--- src/rtl/alu_sequencer_if.sv ---
// Request handshake between a requester and alu_sequencer.
// master drives valid/op/a/b and reads ready; slave is the reverse.
interface alu_sequencer_if;
  logic        req_valid;
  logic [4:0]  req_op;
  logic [31:0] req_a;
  logic [31:0] req_b;
  logic        req_ready;

  modport master (
    output req_valid, req_op, req_a, req_b,
    input  req_ready
  );

  modport slave (
    input  req_valid, req_op, req_a, req_b,
    output req_ready
  );
endinterface

--- src/rtl/alu_sequencer.sv ---
// Two-state sequencer holding ALU operands for an opcode-dependent number
// of cycles, then capturing the 64-bit result into Z.
// Ports: clk, clr (async active-high), req (slave handshake: valid/op/a/b/
// ready), alu_op/alu_a/alu_b to the ALU, alu_result from it, z_hi/z_lo
// captured result, done pulse, sticky err, busy.
// Optional: define DIV_ZERO_CHECK_EN to reject DIV with a zero divisor.
module alu_sequencer #(
  parameter int MUL_CYCLES = 4,
  parameter int DIV_CYCLES = 8
) (
  input  logic           clk,
  input  logic           clr,
  alu_sequencer_if.slave req,
  output logic [4:0]     alu_op,
  output logic [31:0]    alu_a,
  output logic [31:0]    alu_b,
  input  logic [63:0]    alu_result,
  output logic [31:0]    z_hi,
  output logic [31:0]    z_lo,
  output logic           done,
  output logic           err,
  output logic           busy
);

  localparam logic [4:0] OP_MUL = 5'b01111;
  localparam logic [4:0] OP_DIV = 5'b10000;

  typedef enum logic {
    S_IDLE = 1'b0,
    S_EXEC = 1'b1
  } state_t;

  state_t      r_state;
  state_t      w_next;
  logic [3:0]  r_cnt;
  logic [3:0]  w_len;
  logic [4:0]  r_alu_op;
  logic [31:0] r_alu_a;
  logic [31:0] r_alu_b;
  logic [31:0] r_z_hi;
  logic [31:0] r_z_lo;
  logic        r_done;
  logic        r_err;
  logic        w_accept;
  logic        w_op_ok;
  logic        w_legal;
  logic        w_start;
  logic        w_reject;
  logic        w_last;

  always_comb begin
    w_op_ok = 1'b0;
    case (req.req_op)
      5'b00011, 5'b00100, 5'b00101,
      5'b00110, 5'b00111, 5'b01000,
      5'b01001, 5'b01010, 5'b01011,
      5'b01111, 5'b10000, 5'b10001,
      5'b10010: w_op_ok = 1'b1;
      default:  w_op_ok = 1'b0;
    endcase
  end

`ifdef DIV_ZERO_CHECK_EN
  assign w_legal = w_op_ok &
    ~((req.req_op == OP_DIV) &
      (req.req_b == 32'd0));
`else
  assign w_legal = w_op_ok;
`endif

  // Counter is loaded with L-1 so that
  // r_cnt==0 marks the final EXEC cycle.
  always_comb begin
    w_len = 4'd0;
    if (req.req_op == OP_MUL)
      w_len = 4'(MUL_CYCLES - 1);
    else if (req.req_op == OP_DIV)
      w_len = 4'(DIV_CYCLES - 1);
  end

  assign w_accept = req.req_valid &
                    (r_state == S_IDLE);
  assign w_start  = w_accept & w_legal;
  assign w_reject = w_accept & ~w_legal;
  assign w_last   = (r_state == S_EXEC) &
                    (r_cnt == 4'd0);

  always_ff @(posedge clk or posedge clr) begin
    if (clr) r_state <= S_IDLE;
    else     r_state <= w_next;
  end

  always_comb begin
    w_next = r_state;
    unique case (r_state)
      S_IDLE: if (w_start) w_next = S_EXEC;
      S_EXEC: if (w_last)  w_next = S_IDLE;
    endcase
  end

  always_comb begin
    req.req_ready = (r_state == S_IDLE);
    busy          = (r_state == S_EXEC);
  end

  always_ff @(posedge clk or posedge clr) begin
    if (clr) begin
      r_cnt    <= 4'd0;
      r_alu_op <= 5'd0;
      r_alu_a  <= 32'd0;
      r_alu_b  <= 32'd0;
      r_z_hi   <= 32'd0;
      r_z_lo   <= 32'd0;
      r_done   <= 1'b0;
      r_err    <= 1'b0;
    end else begin
      r_done <= w_last | w_reject;
      if (w_reject)
        r_err <= 1'b1;
      if (w_start) begin
        r_alu_op <= req.req_op;
        r_alu_a  <= req.req_a;
        r_alu_b  <= req.req_b;
        r_cnt    <= w_len;
      end else if (w_last) begin
        r_z_hi   <= alu_result[63:32];
        r_z_lo   <= alu_result[31:0];
        r_alu_op <= 5'd0;
        r_alu_a  <= 32'd0;
        r_alu_b  <= 32'd0;
      end else if (r_state == S_EXEC) begin
        r_cnt <= r_cnt - 4'd1;
      end
    end
  end

  assign alu_op = r_alu_op;
  assign alu_a  = r_alu_a;
  assign alu_b  = r_alu_b;
  assign z_hi   = r_z_hi;
  assign z_lo   = r_z_lo;
  assign done   = r_done;
  assign err    = r_err;

endmodule

--- src/flat_wrapper.sv ---
// flat-port wrapper written by rule: the top's interface ports become plain ports
module alu_sequencer_flat 
#(
  parameter int MUL_CYCLES = 4,
  parameter int DIV_CYCLES = 8
)
  (clk, clr, alu_op, alu_a, alu_b, alu_result, z_hi, z_lo, done, err, busy, req_req_valid, req_req_op, req_req_a, req_req_b, req_req_ready);
  alu_sequencer_if req_i ();
  input  logic clk;
  input  logic clr;
  output logic [4:0] alu_op;
  output logic [31:0] alu_a;
  output logic [31:0] alu_b;
  input  logic [63:0] alu_result;
  output logic [31:0] z_hi;
  output logic [31:0] z_lo;
  output logic done;
  output logic err;
  output logic busy;
  input wire logic [$bits(req_i.req_valid)-1:0] req_req_valid;
  input wire logic [$bits(req_i.req_op)-1:0] req_req_op;
  input wire logic [$bits(req_i.req_a)-1:0] req_req_a;
  input wire logic [$bits(req_i.req_b)-1:0] req_req_b;
  output wire logic [$bits(req_i.req_ready)-1:0] req_req_ready;
  assign req_i.req_valid = req_req_valid;
  assign req_i.req_op = req_req_op;
  assign req_i.req_a = req_req_a;
  assign req_i.req_b = req_req_b;
  assign req_req_ready = req_i.req_ready;
  alu_sequencer #(.MUL_CYCLES(MUL_CYCLES), .DIV_CYCLES(DIV_CYCLES)) u_core (.clk(clk), .clr(clr), .req(req_i), .alu_op(alu_op), .alu_a(alu_a), .alu_b(alu_b), .alu_result(alu_result), .z_hi(z_hi), .z_lo(z_lo), .done(done), .err(err), .busy(busy));
endmodule
--- config.mk ---
export PLATFORM = sky130hd
export DESIGN_NAME = alu_sequencer_flat
export DESIGN_NICKNAME = d
export VERILOG_FILES = /design/src/rtl/alu_sequencer_if.sv /design/src/rtl/alu_sequencer.sv /design/src/flat_wrapper.sv
export SDC_FILE = /design/constraint.sdc
export NUM_CORES = 1
export LEC_CHECK = 0
export ABC_AREA = 1
export CAP_MARGIN = 25
export CORE_MARGIN = 1.5
export CORE_UTILIZATION = 44
export DETAILED_ROUTE_END_ITERATION = 7
export GPL_ROUTABILITY_DRIVEN = 1
export PLACE_DENSITY_LB_ADDON = 0.25
export SLEW_MARGIN = 5
export SYNTH_ARGS = -nofsm -noshare
export SYNTH_HDL_FRONTEND = slang
export SYNTH_SLANG_ARGS = --single-unit
--- constraint.sdc ---
create_clock -name clk -period 12.5 [get_ports clk]
set_input_delay 2.5 -clock clk [delete_from_list [all_inputs] [get_ports clk]]
set_output_delay 2.5 -clock clk [all_outputs]
set_load 0.02 [all_outputs]
# == Word-level counts from Yosys, hierarchy flattened ==
# Memories as Yosys holds them, arrays and structs flattened.
# Cells that the tools add are included.
# totals
ram_bits,0
regBits,140
input_bits,136
latchBits,0
n_memories,1
output_inout_bits,137
rom_bits,32
# classes
eq_ne,3
addsub,1
n_mux,13
bitwise_logic,8
n_mul,0
n_reduce_logical,5
n_shift,0
n_div,0
order_cmp,0
# mem_list
name,words,word_bits,read_ports,rd_ports_with_merged_regs,wr,line_no,rtl
(no name shown),32,1,1,0,0,alu_sequencer.sv:53,case (req.req_op)
# op_table
op,count
2-to-1 mux 32 bit,3
2-to-1 mux 4 bit,3
2-to-1 mux 5 bit,2
2-to-1 mux 3 bit,2
"equality test 5 x 4 -> 1 bit, second input constant",1
"equality test 5 bit, second input constant",1
bitwise AND 1 bit,4
zero test 4 bit,1
AND reduction 2 bit,2
nonzero test 2 bit,2
"subtractor 4 x 1 -> 4 bit, second input constant",1
NOT 1 bit,3
2-to-1 mux 1 bit,2
"!= test 2 x 1 -> 1 bit, second input constant",1
one-hot mux 1 bit (2 select lines),1
OR 1 bit,1

# == Longest topological paths before layout ==
# Gate-level depths: netlist of the first run.
# depth
depth_word,5
depth_mapped,10
ltp_nobuf,9

# == Worst setup path after synthesis of the first run ==
# No wires, ideal clock.
# synth_path
kind,input -> register
start,input req_req_op[0]
end,register u_core.r_alu_b[24] (netlist: u_core.alu_b[24])
required_time_ps,12368
path_slack_ps,9040
setup_ps,132
stages,8
arrival_time_ps,3328
cell_sequence,nand2_1 nand3_1 nand2_2 nand3_2 buf_6 buf_6 nand3_1 o21ai_0
# synth_via
elab_chain_cells,3
word_cells_on_any_way,4
cone_classes,mux: 1; bitwise: 1; reduce/logical: 1; memory: 1
# synth_rtl
item,line_no,rtl
"start, declared",flat_wrapper.sv:21,input wire logic [$bits(req_i.req_op)-1:0] req_req_op;
memory (32 x 1 bit) *,--,
bitwise AND 1 bit *,alu_sequencer.sv:83,assign w_start = w_accept & w_legal;
2-to-1 mux 32 bit / nonzero test 2 bit (equally long branches),--,
"end signal, assigned",alu_sequencer.sv:123,r_alu_b <= req.req_b;
"end, declared",alu_sequencer.sv:39,logic [31:0] r_alu_b;
# Mark *: on every way between the ends. The rest lies on a longest branch, timed or not.
# A chain may end at the register's enable or synchronous reset.

# == Worst setup path after layout of the first run ==
# layout_path
start,input req_req_op[1]
end,register u_core.r_alu_op[4] (netlist: u_core.alu_op[4])
# layout_via
elab_chain_cells,3
word_cells_on_any_way,4
cone_classes,mux: 1; bitwise: 1; reduce/logical: 1; memory: 1
# layout_rtl
item,line_no,rtl
memory (32 x 1 bit) *,--,
bitwise AND 1 bit *,alu_sequencer.sv:83,
2-to-1 mux 5 bit / nonzero test 2 bit (equally long branches),--,
"end signal, assigned",alu_sequencer.sv:121,r_alu_op <= req.req_op;
"end, declared",alu_sequencer.sv:37,logic [4:0] r_alu_op;
# Marks and branches as above.

==> flow_metrics.env, run 1 <==
export IMPL_report_final_setup_viol=0
export IMPL_r2r_cells=6
export IMPL_via_per_inst=4.777
export IMPL_ant_nets=0
export IMPL_required_ns=12.81
export IMPL_finClkSkew_ns=0.007633
export IMPL_status="completed"
export IMPL_num_vias=4533
export IMPL_r2r_start="u_core.r_cnt[0]"
export IMPL_wire_per_inst_um=15.52
export IMPL_placed_cells=916
export IMPL_overflow=0
export IMPL_area_growth_pct=58.64
export IMPL_end_kind="flop"
export IMPL_port_buffers=272
export IMPL_grt_max_degree=103
export IMPL_route_detailed_drc=0
export IMPL_synth_distinct_cells=17
export IMPL_final_common_cell="clkdlybuf4s50_1"
export IMPL_synth_cells=497
export IMPL_fmax_ghz=0.2251
export IMPL_r2r_slack_ns=10.19
export IMPL_ys_flop_type="dfrtp_1"
export IMPL_cp_max_fo=102
export IMPL_fillerInstances=956
export IMPL_clock_latency_ns=0.41
export IMPL_power_density_nw_per_um2=252.5
export IMPL_multi_input_area_um2=1663
export IMPL_post_cts_resized=0
export IMPL_die_x_um=116.6
export IMPL_clk_pin_slew_ns=0.05
export IMPL_fin_crit_ns=4.442
export IMPL_grt_use_total=0.2193
export IMPL_seq_area_um2=3503
export IMPL_grt_pass1_vias=4410
export IMPL_cp_start_kind="primary input"
export IMPL_cts_hold_buffers=0
export IMPL_dieArea_um2=13590
export IMPL_diodes=0
export IMPL_tightestPinTransition_ns=0.8164
export IMPL_finalNetCount=902
export IMPL_clock_power_share=0.194
export IMPL_hold_path_class="reg2reg"
export IMPL_p_switching_mw=0.8106
export IMPL_post_cts_setup_buffers=0
export IMPL_p_leak_nw=4.124
export IMPL_layout_cells_non_filler=949
export IMPL_tns_ns=0
export IMPL_worstReg2RegEnd="u_core.z_hi[23]"
export IMPL_cts_root_buf="clkbuf_16"
export IMPL_rsz0062_at_grt="no"
export IMPL_drt_initial_drc_count=260
export IMPL_initial_utilization=0.4499
export IMPL_met3_length_mm=1.451
export IMPL_critical_path_class="in2reg"
export IMPL_finalWirelength_mm=14.73
export IMPL_pwr_share_seq=0.335
export IMPL_core_area_um2=12620
export IMPL_met2_wirelength_mm=7.210
export IMPL_gp_congestion=0.7790
export IMPL_yosys_warnings=0
export IMPL_syn_area_per_cell_um2=11.42
export IMPL_crit_arrival_ns=4.75
export IMPL_rows=41
export IMPL_share_comb_of_total_power=0.471
export IMPL_synthArstFlopShare=1.000
export IMPL_drv_cap=0
export IMPL_dr_max_layer_used="met5"
export IMPL_whs_endpoint="u_core.err"
export IMPL_internal_power_mw=1.464
export IMPL_ios=273
export IMPL_final_cell_mix="clkdlybuf4s50_1 (272), dfrtp_1 (140), inv_1 (78)"
export IMPL_hpwlAfterDp_mm=10.75
export IMPL_cts_sinks=140
export IMPL_clockBufferDepth=2
export IMPL_syn_cell_area_um2=5678
export IMPL_grt_pass1_wl_mm=22.48
export IMPL_period_share=0.3554
export IMPL_drv_slew=0
export IMPL_min_path_cells=2
export IMPL_synth_edf_count=0
export IMPL_drt_pre_antenna_iters=6
export IMPL_ir_drop_uv=119.1
export IMPL_dieHeight_um=116.6
export IMPL_p_sw_frac=0.3564
export IMPL_hold_start="u_core.err"
export IMPL_drt_met1_wl_mm=5.700
export IMPL_cts_tree="built"
export IMPL_hold_viol=0
export IMPL_synth_fp_nets=635
export IMPL_h_tree_depth=4
export IMPL_ys_ff_latch=140
export IMPL_numCtsBuffers=17
export IMPL_drive_above_1_share=0.1326
export IMPL_antenna_found_initial=1
export IMPL_yosysSeqAreaShare=0.6170
export IMPL_timing_slew_headroom=0.4557
cell type report:
cell class,count,area share
Sequential cell,140,0.3889
Inverter,79,0.03348
Multi-Input combinational cell,249,0.1846
Timing Repair Buffer,277,0.3109
Tap cell,172,0.02389
Clock buffer,24,0.05348
Clock inverter,8,0.004723
routing by layer:
layer / vias up / global-route usage
li1: 2155 / -
met4: 2 / 0.09157
met2: 192 / 0.3592
met3: 30 / 0.08199
met1: 2154 / 0.2624
met5: - / 0
cell families after synthesis:
logic type,after synthesis,share of synthesized area
adder cells (fa/ha/maj),2,0.004407
buffers and inverters,108,0.09277
XOR/XNOR,1,0.001543
AND/OR/NAND/NOR,111,0.09476
multiplexers,64,0.1269
AO/OA/AOI/OAI,71,0.06258
flip-flops,140,0.6170
worst max-delay path by stage:
stage | start | to | slack (ns) | cells past startpoint
after global placement | req_req_op[0] | u_core.alu_a[14] | 7.77 | 8
final | req_req_op[1] | u_core.alu_op[4] | 8.06 | 8
after CTS | req_req_op[1] | u_core.alu_b[24] | 8.07 | 8
after detailed placement | req_req_op[1] | u_core.alu_b[14] | 7.67 | 8
after global routing | req_req_op[1] | u_core.alu_op[4] | 7.76 | 8
after floorplan | clr | u_core.alu_a[0] | 6.25 | 1
power by group through the flow:
stage | clock (mW) | combinational [mW] | sequential, mW
3_5_place_dp | 0 | 1.08 | 0.766
3_3_place_gp | 0 | 1.05 | 0.756
6_report | 0.442 | 1.07 | 0.761
4_1_cts | 0.452 | 1.08 | 0.762
5_1_grt | 0.472 | 1.15 | 0.784
2_1_floorplan | 0 | 0.346 | 0.991
cell usage after synthesis, drive strengths merged (2+ instances only):
master | count | area share
dfrtp | 140 | 0.62
inv | 79 | 0.052
mux2 | 64 | 0.13
nand2 | 27 | 0.019
nand4 | 2 | 0.0022
clkbuf | 7 | 0.0046
nand3 | 75 | 0.069
nor2 | 6 | 0.0040
o21ai | 71 | 0.063
buf | 22 | 0.036
ha | 2 | 0.0044
registers in the layout, summed over array words and instances (netlist names):
register	flops
u_core.alu_a	32
u_core.r_cnt	4
u_core.alu_op	5
u_core.done	1
u_core.alu_b	32
u_core.busy	1
u_core.z_hi	32
u_core.z_lo	32
u_core.err	1
metrics by stage:
step / total power [mW] / instance area [µm²] / util / worst slack [ns] / hold slack (ns)
after CTS: 2.293 / 8980 / 0.7116 / 8.075 / 0.4792
after global routing: 2.405 / 9007 / 0.7138 / 7.761 / 0.4929
after floorplan: 1.338 / 5678 / - / 6.247 / 0.4488
final: 2.274 / 9007 / 0.7138 / 8.058 / 0.4713
after global placement: 1.807 / 8428 / 0.6679 / 7.767 / 0.4477
after detailed placement: 1.843 / 8456 / 0.6700 / 7.670 / 0.4650
worst max-delay path: stages:
cell and delay (ns):
clkdlybuf4s50_1 0.51, nand2_1 0.12, nand3_1 0.10, nand2_2 0.09, nand3_4 0.35, buf_4 0.70, nand3_1 0.16, o21ai_0 0.14
(Power assumes the default switching activity.)
==> inputs of run 2 (changes only) <==
- CORE_UTILIZATION: 44 -> 37
- clock period: 12.5 -> 3.97 ns (I/O delays scaled with it)
==> run 2 against run 1 <==
Against the previous run:
- critical path depth rose by 1
- cell count rose by 1.7%
- core utilization fell by 11 points
- routed wire length fell by 1.4%
- largest cell class unchanged
==> flow_metrics.env, run 2 (same netlist as run 1, synthesis figures left out) <==
export IMPL_dieArea_um2=16100
export IMPL_cp_start_kind="primary input"
export IMPL_post_cts_setup_buffers=0
export IMPL_tns_ns=0
export IMPL_critical_path_class="in2reg"
export IMPL_clock_power_share=0.225
export IMPL_grt_use_total=0.1828
export IMPL_p_switching_mw=2.597
export IMPL_diodes=0
export IMPL_min_path_cells=2
export IMPL_share_comb_of_total_power=0.453
export IMPL_placed_cells=933
export IMPL_port_buffers=272
export IMPL_finClkSkew_ns=0.01127
export IMPL_initial_utilization=0.3763
export IMPL_finalWirelength_mm=14.52
export IMPL_clockBufferDepth=2
export IMPL_gp_congestion=0.7486
export IMPL_hold_viol=0
export IMPL_power_density_nw_per_um2=814.0
export IMPL_tightestPinTransition_ns=0.6984
export IMPL_grt_pass1_vias=4520
export IMPL_finalNetCount=902
export IMPL_r2r_start="u_core.r_cnt[0]"
export IMPL_crit_arrival_ns=2.69
export IMPL_grt_pass1_wl_mm=23.08
export IMPL_clock_latency_ns=0.42
export IMPL_p_sw_frac=0.3494
export IMPL_fin_crit_ns=2.416
export IMPL_report_final_setup_viol=0
export IMPL_hold_path_class="reg2reg"
export IMPL_post_cts_resized=0
export IMPL_p_leak_nw=4.150
export IMPL_timing_slew_headroom=0.5344
export IMPL_drt_met1_wl_mm=6.110
export IMPL_numCtsBuffers=17
export IMPL_fmax_ghz=0.4139
export IMPL_total_power_mw=7.434
export IMPL_met2_wirelength_mm=6.678
export IMPL_period_share=0.6086
export IMPL_cts_root_buf="clkbuf_16"
export IMPL_internal_power_mw=4.837
export IMPL_area_growth_pct=60.84
export IMPL_dieHeight_um=126.9
export IMPL_hpwlAfterDp_mm=10.40
export IMPL_drive_above_1_share=0.1377
export IMPL_drt_initial_drc_count=118
export IMPL_drv_slew=0
export IMPL_grt_max_degree=95
export IMPL_drt_pre_antenna_iters=4
export IMPL_cp_max_fo=94
export IMPL_h_tree_depth=4
export IMPL_num_vias=4463
export IMPL_drv_cap=0
export IMPL_rows=45
export IMPL_layout_cells_non_filler=965
export IMPL_design_area_um2=9133
export IMPL_final_cell_mix="clkdlybuf4s50_1 (272), dfrtp_1 (140), inv_1 (78)"
export IMPL_wire_per_inst_um=15.05
export IMPL_status="completed"
export IMPL_clk_pin_slew_ns=0.06
export IMPL_core_area_um2=15090
export IMPL_ir_drop_uv=378.1
export IMPL_cts_hold_buffers=0
export IMPL_dr_max_layer_used="met4"
export IMPL_required_ns=4.25
export IMPL_antenna_found_initial=0
export IMPL_cts_sinks=140
export IMPL_ios=273
export IMPL_overflow=0
export IMPL_pwr_share_seq=0.321
export IMPL_r2r_cells=5
export IMPL_met3_length_mm=1.499
export IMPL_worstReg2RegEnd="u_core.z_lo[30]"
export IMPL_rsz0062_at_grt="no"
export IMPL_route_detailed_drc=0
export IMPL_cts_tree="built"
export IMPL_end_kind="flop"
export IMPL_die_x_um=126.9
export IMPL_ant_nets=0
export IMPL_placed_cell_area_um2=8499
export IMPL_whs_endpoint="u_core.err"
export IMPL_via_per_inst=4.625
export IMPL_r2r_slack_ns=1.78
export IMPL_hold_start="u_core.err"
export IMPL_final_common_cell="clkdlybuf4s50_1"
[run 2: stage by stage]
step | util | setup slack, ns | hold slack [ns]
after global routing | 0.6052 | 1.368 | 0.5151
after floorplan | - | 1.427 | 0.4488
final | 0.6052 | 1.554 | 0.4791
after CTS | 0.6052 | 1.520 | 0.4856
after global placement | 0.5633 | 1.196 | 0.4465
after detailed placement | 0.5633 | 1.152 | 0.4710
[run 2: layer usage]
layer  GRT usage  vias up
met2      0.2900      203
met5           0        -
met3     0.07929       22
li1            -     2163
met4     0.06818        0
met1      0.2213     2075
[run 2: power groups by stage]
stage          Sequential [mW]  Clock [mW]  Combinational (mW)
2_1_floorplan             3.12           0                1.09
3_3_place_gp              2.39           0                3.34
3_5_place_dp              2.41           0                3.40
4_1_cts                   2.40        1.71                3.41
5_1_grt                   2.47        1.78                3.60
6_report                  2.39        1.68                3.37
[run 2: worst max-delay path by stage]
| stage | startpoint | endpoint | slack, ns | cells past startpoint |
|---|---|---|---|---|
| after floorplan | clr | u_core.alu_a[0] | 1.43 | 1 |
| after global placement | req_req_valid | u_core.alu_a[1] | 1.20 | 7 |
| after detailed placement | req_req_valid | u_core.alu_b[10] | 1.15 | 7 |
| after CTS | u_core.busy | req_req_ready | 1.52 | 2 |
| after global routing | req_req_valid | u_core.alu_a[11] | 1.37 | 7 |
| final | req_req_op[3] | u_core.alu_a[11] | 1.55 | 9 |
[run 2: layout make-up]
cell class | instances | area [µm²]
tap | 188 | 235.2
timing repair buffer | 277 | 2798
sequential | 140 | 3503
clock inverter | 14 | 193.9
inverter | 79 | 300.3
multi-input combinational | 249 | 1663
clock buffer | 18 | 439.2
fill | 1205 | 5957
[run 2: worst max-delay path: stages]
cell and delay, ns:
clkdlybuf4s50_1 0.51, inv_1 0.08, nand2_1 0.07, nand2_1 0.06, nand3_2 0.11, nand3_4 0.42, buf_12 0.40, nand3_1 0.10
o21ai_0 0.09
==> inputs of run 3 (changes only) <==
- CORE_UTILIZATION: 37 -> 41
- clock period: 3.97 -> 2.45 ns (I/O delays scaled with it)
==> run 3 against run 2 <==
Against the previous run:
- design area is 0.32% higher
- clock-buffer cell count is 4 higher
- routed wire length is 4.8% higher
- non-clock buffer count is 2 higher
- sequential power is 62% higher
- critical path depth is 7 lower
- via count is 0.99% higher
- die area is 9.5% lower
- worst setup slack worse by 1.3 ns
- clock power is 57% higher
- power is 62% higher
- global-route usage is 3.1 points higher
- critical endpoint is now req_req_ready
- largest power group unchanged
- highest routed layer unchanged
==> flow_metrics.env, run 3 (same netlist as run 1, synthesis figures left out) <==
export IMPL_rsz0062_at_grt="no"
export IMPL_post_cts_resized=0
export IMPL_finalNetCount=904
export IMPL_cts_tree="built"
export IMPL_tightestPinTransition_ns=0.6926
export IMPL_report_final_setup_viol=0
export IMPL_core_area_um2=13400
export IMPL_drive_above_1_share=0.1374
export IMPL_hold_path_class="reg2reg"
export IMPL_wire_per_inst_um=15.94
export IMPL_h_tree_depth=4
export IMPL_fmax_ghz=0.4653
export IMPL_antenna_found_initial=0
export IMPL_gr_usage_met3=0.09528
export IMPL_drv_cap=0
export IMPL_diodes=0
export IMPL_cp_start_kind="flop"
export IMPL_ir_drop_uv=640.0
export IMPL_clockBufferDepth=2
export IMPL_rows=42
export IMPL_post_cts_setup_buffers=0
export IMPL_critical_path_class="reg2out"
export IMPL_clock_latency_ns=0.42
export IMPL_hold_viol=0
export IMPL_gp_congestion=0.7621
export IMPL_crit_arrival_ns=1.66
export IMPL_ios=273
export IMPL_initial_utilization=0.4237
export IMPL_tns_ns=0
export IMPL_finalWirelength_mm=15.22
export IMPL_timing_slew_headroom=0.5373
export IMPL_top_usage_layer="met2"
export IMPL_cts_sinks=140
export IMPL_dieArea_um2=14560
export IMPL_dieHeight_um=120.7
export IMPL_route_detailed_drc=0
export IMPL_cp_max_fo=5
export IMPL_num_vias=4507
export IMPL_gr_usage_met1=0.2389
export IMPL_overflow=0
export IMPL_gr_usage_met2=0.3658
export IMPL_grt_max_degree=81
export IMPL_cts_hold_buffers=0
export IMPL_hpwlAfterDp_mm=11.21
export IMPL_status="completed"
export IMPL_end_kind="primary output"
export IMPL_fin_crit_ns=2.149
export IMPL_ant_nets=0
export IMPL_via_per_inst=4.719
export IMPL_power_density_nw_per_um2=1316
export IMPL_final_cell_mix="clkdlybuf4s50_1 (272), dfrtp_1 (140), inv_1 (78)"
export IMPL_final_common_cell="clkdlybuf4s50_1"
export IMPL_drv_slew=0
export IMPL_grt_pass1_wl_mm=23.82
export IMPL_die_x_um=120.7
export IMPL_grt_pass1_vias=4631
export IMPL_final_util=0.6837
export IMPL_numCtsBuffers=17
export IMPL_drt_initial_drc_count=153
export IMPL_cts_root_buf="clkbuf_16"
export IMPL_clk_pin_slew_ns=0.05
export IMPL_p_leak_nw=4.183
export IMPL_finClkSkew_ns=0.008195
export IMPL_period_share=0.8773
export IMPL_area_growth_pct=61.35
export IMPL_drt_pre_antenna_iters=4
export IMPL_grt_use_total=0.2141
export IMPL_required_ns=1.96
export IMPL_port_buffers=272
==> run 3: changes by cell type in the layout (fill, tap and decap cells not counted), moves of 2 or more <==
cell and change:
buf_4 -2, buf_12 +4, clkbuf_8 +2, clkbuf_1 +2, clkinvlp_4 -3
==> run 3: worst max-delay path, cell delays in order, from the launching register on <==
cell and delay (ns):
dfrtp_1 0.47, inv_1 0.13, clkdlybuf4s50_1 0.65
==> run 3: per-stage QoR <==
stage,std cells,cell area [µm²],power (mW),setup WS (ns),hold WS (ns)
after floorplan,497,5682,6.825,0.2109,0.4488
after global placement,923,8549,9.329,0.3876,0.4550
after detailed placement,923,8549,9.516,0.3460,0.4485
after CTS,955,9161,12.18,0.2944,0.4630
after global routing,955,9161,12.69,0.2493,0.5136
final,955,9161,12.06,0.3007,0.4620
==> run 3: power by group <==
part / internal, mW / leakage (nW) / switching (mW) / total, mW
clock: 1.68 / 0.296 / 0.950 / 2.63
combinational: 2.80 / 2.16 / 2.75 / 5.55
sequential: 3.33 / 1.73 / 0.537 / 3.87
total: 7.82 / 4.18 / 4.24 / 12.1
==> run 3: final timing paths <==
path	start	endpoint	slack (ns)	cells past startpoint
worst max-delay path	u_core.busy	req_req_ready	0.30	2
worst min-delay path	u_core.err	u_core.err	0.46	2
worst min register to register	u_core.err	u_core.err	0.46	2
worst max register to register	u_core.r_cnt[0]	u_core.z_lo[0]	0.76	5
max in group asynchronous	clr	u_core.alu_a[2]	1.27	3
min in group asynchronous	clr	u_core.z_lo[31]	0.54	2
==> run 3: metal layers <==
layer,vias up,share of wire,wire (µm)
met4,0,0.015,226
met5,-,0,0
met2,173,0.50,7683
met1,2145,0.38,5840
met3,20,0.096,1468
li1,2169,-,-
==> run 3: cell type report <==
type / instances / area [µm²]
Inverter: 79 / 300.3
Multi-Input combinational cell: 249 / 1663
Tap cell: 176 / 220.2
Fill cell: 1012 / 4239
Clock inverter: 10 / 137.6
Sequential cell: 140 / 3503
Timing Repair Buffer: 279 / 2863
Clock buffer: 22 / 474.2
